**src/rtl/cache_ctrl_fsm.sv**
```systemverilog
// Direct-mapped data cache controller: hit/miss sequencing, multi-word refill,
// dirty-line eviction and write-through or write-back policy toward a fixed-latency memory.
module cache_ctrl_fsm #(
    parameter int MEM_LATENCY = 2,
    parameter int LINE_WORDS  = 4,
    parameter bit WRITE_BACK  = 1'b0,
    localparam int IW = (LINE_WORDS > 1) ? $clog2(LINE_WORDS) : 1
) (
    input  logic          clk,
    input  logic          reset,
    input  logic          Strobe,
    input  logic          DRW,
    input  logic          M,
    input  logic          V,
    input  logic          D,
    output logic          DReady,
    output logic          W,
    output logic          WSel,
    output logic          RSel,
    output logic          MStrobe,
    output logic          MRW,
    output logic [IW-1:0] WordIdx,
    output logic          SetDirty,
    output logic          ClrDirty
);

    localparam int LW = (MEM_LATENCY > 1) ? $clog2(MEM_LATENCY) : 1;
    localparam logic [LW-1:0] LAT_LOAD  = LW'(MEM_LATENCY - 1);
    localparam logic [IW-1:0] LAST_BEAT = IW'(LINE_WORDS - 1);

    typedef enum logic [3:0] {
        S_IDLE       = 4'd0,
        S_RD_HIT     = 4'd1,
        S_EVICT_REQ  = 4'd2,
        S_EVICT_WAIT = 4'd3,
        S_FILL_REQ   = 4'd4,
        S_FILL_WAIT  = 4'd5,
        S_RD_DONE    = 4'd6,
        S_WR_HIT     = 4'd7,
        S_WR_THRU    = 4'd8,
        S_WR_WAIT    = 4'd9
    } state_t;

    state_t        r_state, w_state_nxt;
    logic [IW-1:0] r_beat, w_beat_nxt;
    logic [LW-1:0] r_lat, w_lat_nxt;
    logic          r_drw, w_drw_nxt;
    logic          r_hit, w_hit_nxt;
    logic          r_dmiss, w_dmiss_nxt;
    logic          w_lat_last;
    logic          w_beat_last;
    logic          w_req_hit;
    logic          w_req_dmiss;

    assign w_lat_last  = (r_lat == '0);
    assign w_beat_last = (r_beat == LAST_BEAT);
    assign w_req_hit   = M & V;
    assign w_req_dmiss = WRITE_BACK & V & D & ~M;

    always_ff @(posedge clk or negedge reset) begin
        if (!reset) begin
            r_state <= S_IDLE;
            r_beat  <= '0;
            r_lat   <= '0;
            r_drw   <= 1'b0;
            r_hit   <= 1'b0;
            r_dmiss <= 1'b0;
        end else begin
            r_state <= w_state_nxt;
            r_beat  <= w_beat_nxt;
            r_lat   <= w_lat_nxt;
            r_drw   <= w_drw_nxt;
            r_hit   <= w_hit_nxt;
            r_dmiss <= w_dmiss_nxt;
        end
    end

    always_comb begin
        w_state_nxt = S_IDLE;
        w_beat_nxt  = r_beat;
        w_lat_nxt   = r_lat;
        w_drw_nxt   = r_drw;
        w_hit_nxt   = r_hit;
        w_dmiss_nxt = r_dmiss;
        DReady      = 1'b0;
        W           = 1'b0;
        WSel        = 1'b0;
        RSel        = 1'b0;
        MStrobe     = 1'b0;
        MRW         = 1'b0;
        WordIdx     = '0;
        SetDirty    = 1'b0;
        ClrDirty    = 1'b0;

        case (r_state)
            S_IDLE: begin
                w_beat_nxt = '0;
                if (Strobe) begin
                    w_drw_nxt   = DRW;
                    w_hit_nxt   = w_req_hit;
                    w_dmiss_nxt = w_req_dmiss;
                    // Write-through writes never allocate; everything else refills on a miss
                    if (!DRW && !WRITE_BACK)
                        w_state_nxt = S_WR_THRU;
                    else if (w_req_hit)
                        w_state_nxt = DRW ? S_RD_HIT : S_WR_HIT;
                    else
                        w_state_nxt = w_req_dmiss ? S_EVICT_REQ : S_FILL_REQ;
                end
            end
            S_RD_HIT: begin
                DReady = 1'b1;
            end
            S_EVICT_REQ: begin
                MStrobe     = 1'b1;
                WordIdx     = r_beat;
                w_lat_nxt   = LAT_LOAD;
                w_state_nxt = S_EVICT_WAIT;
            end
            S_EVICT_WAIT: begin
                WordIdx = r_beat;
                if (!w_lat_last) begin
                    w_lat_nxt   = r_lat - LW'(1);
                    w_state_nxt = S_EVICT_WAIT;
                end else if (w_beat_last) begin
                    w_beat_nxt  = '0;
                    w_state_nxt = S_FILL_REQ;
                end else begin
                    w_beat_nxt  = r_beat + IW'(1);
                    w_state_nxt = S_EVICT_REQ;
                end
            end
            S_FILL_REQ: begin
                MStrobe     = 1'b1;
                MRW         = 1'b1;
                WordIdx     = r_beat;
                w_lat_nxt   = LAT_LOAD;
                w_state_nxt = S_FILL_WAIT;
            end
            S_FILL_WAIT: begin
                WordIdx = r_beat;
                if (!w_lat_last) begin
                    w_lat_nxt   = r_lat - LW'(1);
                    w_state_nxt = S_FILL_WAIT;
                end else begin
                    // Memory word arrives on the last wait cycle and is written straight into the array
                    W        = 1'b1;
                    WSel     = 1'b1;
                    ClrDirty = 1'b1;
                    if (w_beat_last) begin
                        w_beat_nxt  = '0;
                        w_state_nxt = r_drw ? S_RD_DONE : S_WR_HIT;
                    end else begin
                        w_beat_nxt  = r_beat + IW'(1);
                        w_state_nxt = S_FILL_REQ;
                    end
                end
            end
            S_RD_DONE: begin
                DReady = 1'b1;
            end
            S_WR_HIT: begin
                W        = 1'b1;
                SetDirty = 1'b1;
                DReady   = 1'b1;
            end
            S_WR_THRU: begin
                MStrobe     = 1'b1;
                W           = r_hit;
                w_lat_nxt   = LAT_LOAD;
                w_state_nxt = S_WR_WAIT;
            end
            S_WR_WAIT: begin
                if (!w_lat_last) begin
                    w_lat_nxt   = r_lat - LW'(1);
                    w_state_nxt = S_WR_WAIT;
                end else begin
                    DReady = 1'b1;
                end
            end
            default: begin
                w_beat_nxt = '0;
                w_lat_nxt  = '0;
            end
        endcase
    end

endmodule

```
**config.mk**
```make
export PLATFORM = sky130hd
export DESIGN_NAME = cache_ctrl_fsm
export DESIGN_NICKNAME = d
export VERILOG_FILES = /design/src/rtl/cache_ctrl_fsm.sv
export SDC_FILE = /design/constraint.sdc
export NUM_CORES = 1
export LEC_CHECK = 0
export CORE_UTILIZATION = 51
export DETAILED_ROUTE_END_ITERATION = 16
export GPL_ROUTABILITY_DRIVEN = 0
export HOLD_SLACK_MARGIN = 0.12
export PLACE_DENSITY = 0.83
export SYNTH_ARGS = -nofsm -noshare
export SYNTH_HDL_FRONTEND = slang
export SYNTH_SLANG_ARGS = --single-unit
```
**constraint.sdc**
```tcl
create_clock -name clk -period 2.4 [get_ports clk]
set_input_delay 0.24 -clock clk [delete_from_list [all_inputs] [get_ports clk]]
set_output_delay 0.24 -clock clk [all_outputs]
set_load 0.1 [all_outputs]
```
; After elaboration in Yosys (flattened, before gate mapping)
; Index checks and enable logic that the tools add are counted.
[classes]
n_eq_ne = 11
n_bitwise = 2
reduce_logical = 10
muxes = 23
addsub = 2
[ops]
columns = op, count
row1 = case mux 4 bit (7 select lines), 1
row2 = "== test 4 x 3 -> 1 bit, second input constant", 4
row3 = two-way mux 4 bit, 3
row4 = two-way mux 2 bit, 5
row5 = two-way mux 3 bit, 3
row6 = OR reduction 3 bit, 3
row7 = "== test 4 x 2 -> 1 bit, second input constant", 2
row8 = "== test 4 bit, second input constant", 2
row9 = OR reduction 4 bit, 2
row10 = two-way mux 1 bit, 7
row11 = OR reduction 7 bit, 1
row12 = case mux 1 bit (3 select lines), 2
row13 = "== test 4 x 1 -> 1 bit, second input constant", 1
row14 = zero test 4 bit, 1
row15 = case mux 2 bit (2 select lines), 1
row16 = AND reduction 2 bit, 2
row17 = "adder 2 x 1 -> 2 bit, second input constant", 1
row18 = "== test 2 bit, second input constant", 1
row19 = "inequality test 2 bit, second input constant", 1
row20 = case mux 1 bit (2 select lines), 1
row21 = OR reduction 2 bit, 1
row22 = AND 1 bit, 1
row23 = NOT 1 bit, 1
row24 = "subtractor 1 bit, second input constant", 1
[word_totals]
output_inout_bits = 10
reg_bits = 9
word_cells = 53
inputBits = 7

; Logic depth before layout (Yosys ltp)
[depth]
ltp_word = 5
mapped_depth = 5
mapped_depth_nobuf = 4

; Worst setup path after synthesis
; No wires, ideal clock.
[synth_path]
path_type = reg-to-output
from = register r_state[1]
to = output port WSel
required_time_ps = 2160
stages_incl_launch_ff = 5
setup_slack_ps = -1212
t_arrival_ps = 3372
cell_sequence = dfrtp_1 > buf_6 > clkbuf_1 > nor3_1 > buf_4
[synth_between]
elab_chain_cells = 2
[synth_rtl]
columns = element, line
row1 = from (decl), 44  ; state_t r_state, w_state_nxt;
row2 = from (signal assigned), 69  ; r_state <= w_state_nxt;
row3 = == test 4 x 3 -> 1 bit, -
row4 = two-way mux 1 bit, -
row5 = to (decl), 18  ; output logic WSel,
; Every way passes these cells.

; Final worst setup path
[layout_path]
from = register r_state[1]
to = output port WordIdx[1]
[layout_between]
elab_chain_cells = 3
elab_cells_between_ends = 6
cone_classes = eq/ne (4) / mux (1) / reduce/logical (1)
[layout_rtl]
columns = element, line
row1 = == test 4 x 3 -> 1 bit or == test 4 x 2 -> 1 bit (tied branches), 95  ; case (r_state)
row2 = OR reduction 4 bit (no source line) (*), -
row3 = two-way mux 2 bit (*), 95
row4 = to (decl), 22  ; output logic [IW-1:0] WordIdx,
; Every way passes the cells marked *; elsewhere a longest branch is shown, timed or not.

==> results.sh <==
export IMPL_status="completed"
export IMPL_fillers=85
export IMPL_start_util=0.5812
export IMPL_cts_made_buffers=3
export IMPL_viasPerCell=6.042
export IMPL_yosysTopAreaCell="dfrtp_1"
export IMPL_die_area_um2=1503
export IMPL_ff2ff_path_depth=3
export IMPL_post_dp_hpwl_mm=1.019
export IMPL_cts_sinks=9
export IMPL_yosysSeqAreaShare=0.3267
export IMPL_switching_power_mw=0.6880
export IMPL_yosysWarningCount=0
export IMPL_final_instance_count_excl_fill=96
export IMPL_antenna_left=0
export IMPL_nets=91
export IMPL_fin_hold_ws_ps=275.9
export IMPL_p_seq_frac=0.257
export IMPL_ys_flop_type="dfrtp_1"
export IMPL_required_ps=2160
export IMPL_cts_tree="built"
export IMPL_grt_setup_unrepaired="false"
export IMPL_synth_edff_count=0
export IMPL_drive_gt1_frac=0.2195
export IMPL_setup_viol=0
export IMPL_gr_total_overflow=0
export IMPL_die_w_um=38.77
export IMPL_syn_area_per_cell_um2=9.710
export IMPL_p_int_mw=0.5962
export IMPL_final_cell_mix="9 x dfrtp_1, 6 x buf_12, 5 x nor2_1, 5 x clkdlybuf4s50_1, 4 x nor2b_1"
export IMPL_syn_num_nets=79
export IMPL_reg2reg_slack_ps=630
export IMPL_num_vias=580
export IMPL_htreeDepth=1
export IMPL_hold_viol_final=0
export IMPL_antenna_found_initial=0
export IMPL_switching_share=0.5357
export IMPL_synth_cells=71
export IMPL_fp_dieH_um=38.77
export IMPL_fin_ws_ps=428.6
export IMPL_path_clk_slew_ps=60
export IMPL_root_buffer="clkbuf_4"
export IMPL_period_minus_slack_ps=1971
export IMPL_p_leak_nw=0.4085
export IMPL_cp_endpoint="WordIdx[1]"
export IMPL_diodes=0
export IMPL_synth_distinct_cells=39
export IMPL_first_pass_iters=4
export IMPL_syn_cell_area_um2=689.4
export IMPL_clk_latency_ps=260
export IMPL_grtUsageTotal=0.2167
export IMPL_cts_resized=0
export IMPL_cp_max_fo=18
export IMPL_critPathKind="reg -> out"
export IMPL_ioPinCount=17
export IMPL_route_detailed_drc=0
export IMPL_yosys_top_cells_area="dfrtp_1 33%, buf_4 4.4%, nor2b_1 3.6%"
export IMPL_worstMarginPinSlew_ps=567.1
export IMPL_synth_top_area_frac=0.3267
export IMPL_grt_max_degree=19
export IMPL_reg2reg_to="r_beat[1]"
export IMPL_async_flop_share=1.000
export IMPL_crit_start="r_state[1]"
export IMPL_dp_cells=92
export IMPL_fp_row_count=12
export IMPL_fmax_mhz=507.3
export IMPL_syn_to_final_growth_pct=27.77
export IMPL_grt_pass1_vias=477
export IMPL_startpoint_type="flip-flop"
export IMPL_vdd_drop_max_uv=1336
export IMPL_final_period_utilization=0.8214
export IMPL_post_drt_wl_per_cell_um=14.65
export IMPL_pwr_share_clk=0.094
export IMPL_final_setup_skew_ps=1.884
export IMPL_p_per_area_nw_per_um2=1458
export IMPL_slew_limit_headroom=0.6219
export IMPL_routed_wl_mm=1.406
export IMPL_dp_slack_ps=629.9
export IMPL_ctsHoldBuffers=0
export IMPL_cap_violations=0
export IMPL_ys_ff_latch=9
export IMPL_r2r_start="r_state[1]"
export IMPL_combPwrFrac=0.650
export IMPL_critical_path_arrival_ps=1730
export IMPL_drt_iter0_markers=12
export IMPL_portBuffers=14
export IMPL_endpoint_kind="primary output"
export IMPL_drv_slew=0
export IMPL_mostFrequentLayoutCell="dfrtp_1"
export IMPL_hold_path_class="in -> async"
export IMPL_grt_pass1_wl_mm=2.152
export IMPL_cts_setup_buffers=0
export IMPL_core_um2=1186
export IMPL_clock_path_buffers=2
[cell usage after synthesis, drive strengths merged (2+ instances only)]
master / count
mux2i: 2
nor3: 2
and4bb: 2
inv: 2
nand3: 3
nor4b: 2
nand3b: 2
o21ai: 4
mux2: 3
nor2: 5
o22ai: 2
dfrtp: 9
buf: 6
and2: 4
nor2b: 4
nand2: 4
[critical path: stages (launching register included)]
cell and delay (ps):
dfrtp_1 580, xnor2_1 430, nor2_1 80, and2_1 200, buf_12 170
[metal layers]
metal	vias to the layer above	wire length, um	GRT usage
li1	279	-	-
met1	269	639	0.2816
met2	28	651	0.3458
met3	4	85	0.05202
met4	0	30	0.07759
met5	-	0	0
[area by class of cell]
type | count | area [um2] | share of cell area
well taps | 14 | 17.52 | 0.01989
inverters | 2 | 7.507 | 0.008523
multi-input cells | 53 | 411.6 | 0.4673
clock buffers | 4 | 26.28 | 0.02983
repair buffers | 14 | 192.7 | 0.2188
flip-flops and latches | 9 | 225.2 | 0.2557
[registers in the layout, indices dropped and copies added, names as in the netlist]
name	cells
r_beat	2
r_state	4
r_hit	1
r_lat	1
r_drw	1
[power by group through the flow]
| stage | Sequential (mW) | Clock, mW | Combinational, mW |
|---|---|---|---|
| 2_1_floorplan | 0.260 | 0 | 0.698 |
| 3_3_place_gp | 0.325 | 0 | 0.824 |
| 3_5_place_dp | 0.330 | 0 | 0.831 |
| 4_1_cts | 0.327 | 0.125 | 0.836 |
| 5_1_grt | 0.348 | 0.129 | 0.871 |
| 6_report | 0.330 | 0.120 | 0.834 |
[worst min-delay path by stage]
stage / startpoint / slack, ps / end
floorplan: reset / -60 / r_beat[0]
global placement: r_drw / 470 / r_drw
detailed placement: r_drw / 480 / r_drw
CTS: reset / 280 / r_state[1]
global route: reset / 300 / r_state[1]
finish: reset / 280 / r_state[1]
[cells by family (layout without fill, tap and decap cells)]
group	after synthesis	count (layout)	synth area share
DFF	9	9	0.3267
adders and majority gates	1	1	0.01815
xor gates and xnor gates	1	1	0.01271
muxes	5	5	0.08348
other	1	1	0.005439
and+or+nand+nor	33	33	0.3448
AOI/OAI and AO/OA	12	12	0.1252
buffers and inverters	9	20	0.08348
[through the flow]
step	power [mW]	instance area (um2)	TNS, ps	utilization
floorplan	0.9579	694.4	-258.3	-
finish	1.284	880.8	0	0.7426
global placement	1.149	854.6	0	0.7205
detailed placement	1.161	854.6	0	0.7205
CTS	1.287	880.8	0	0.7426
global route	1.348	880.8	0	0.7426
(Power assumes the default switching activity.)
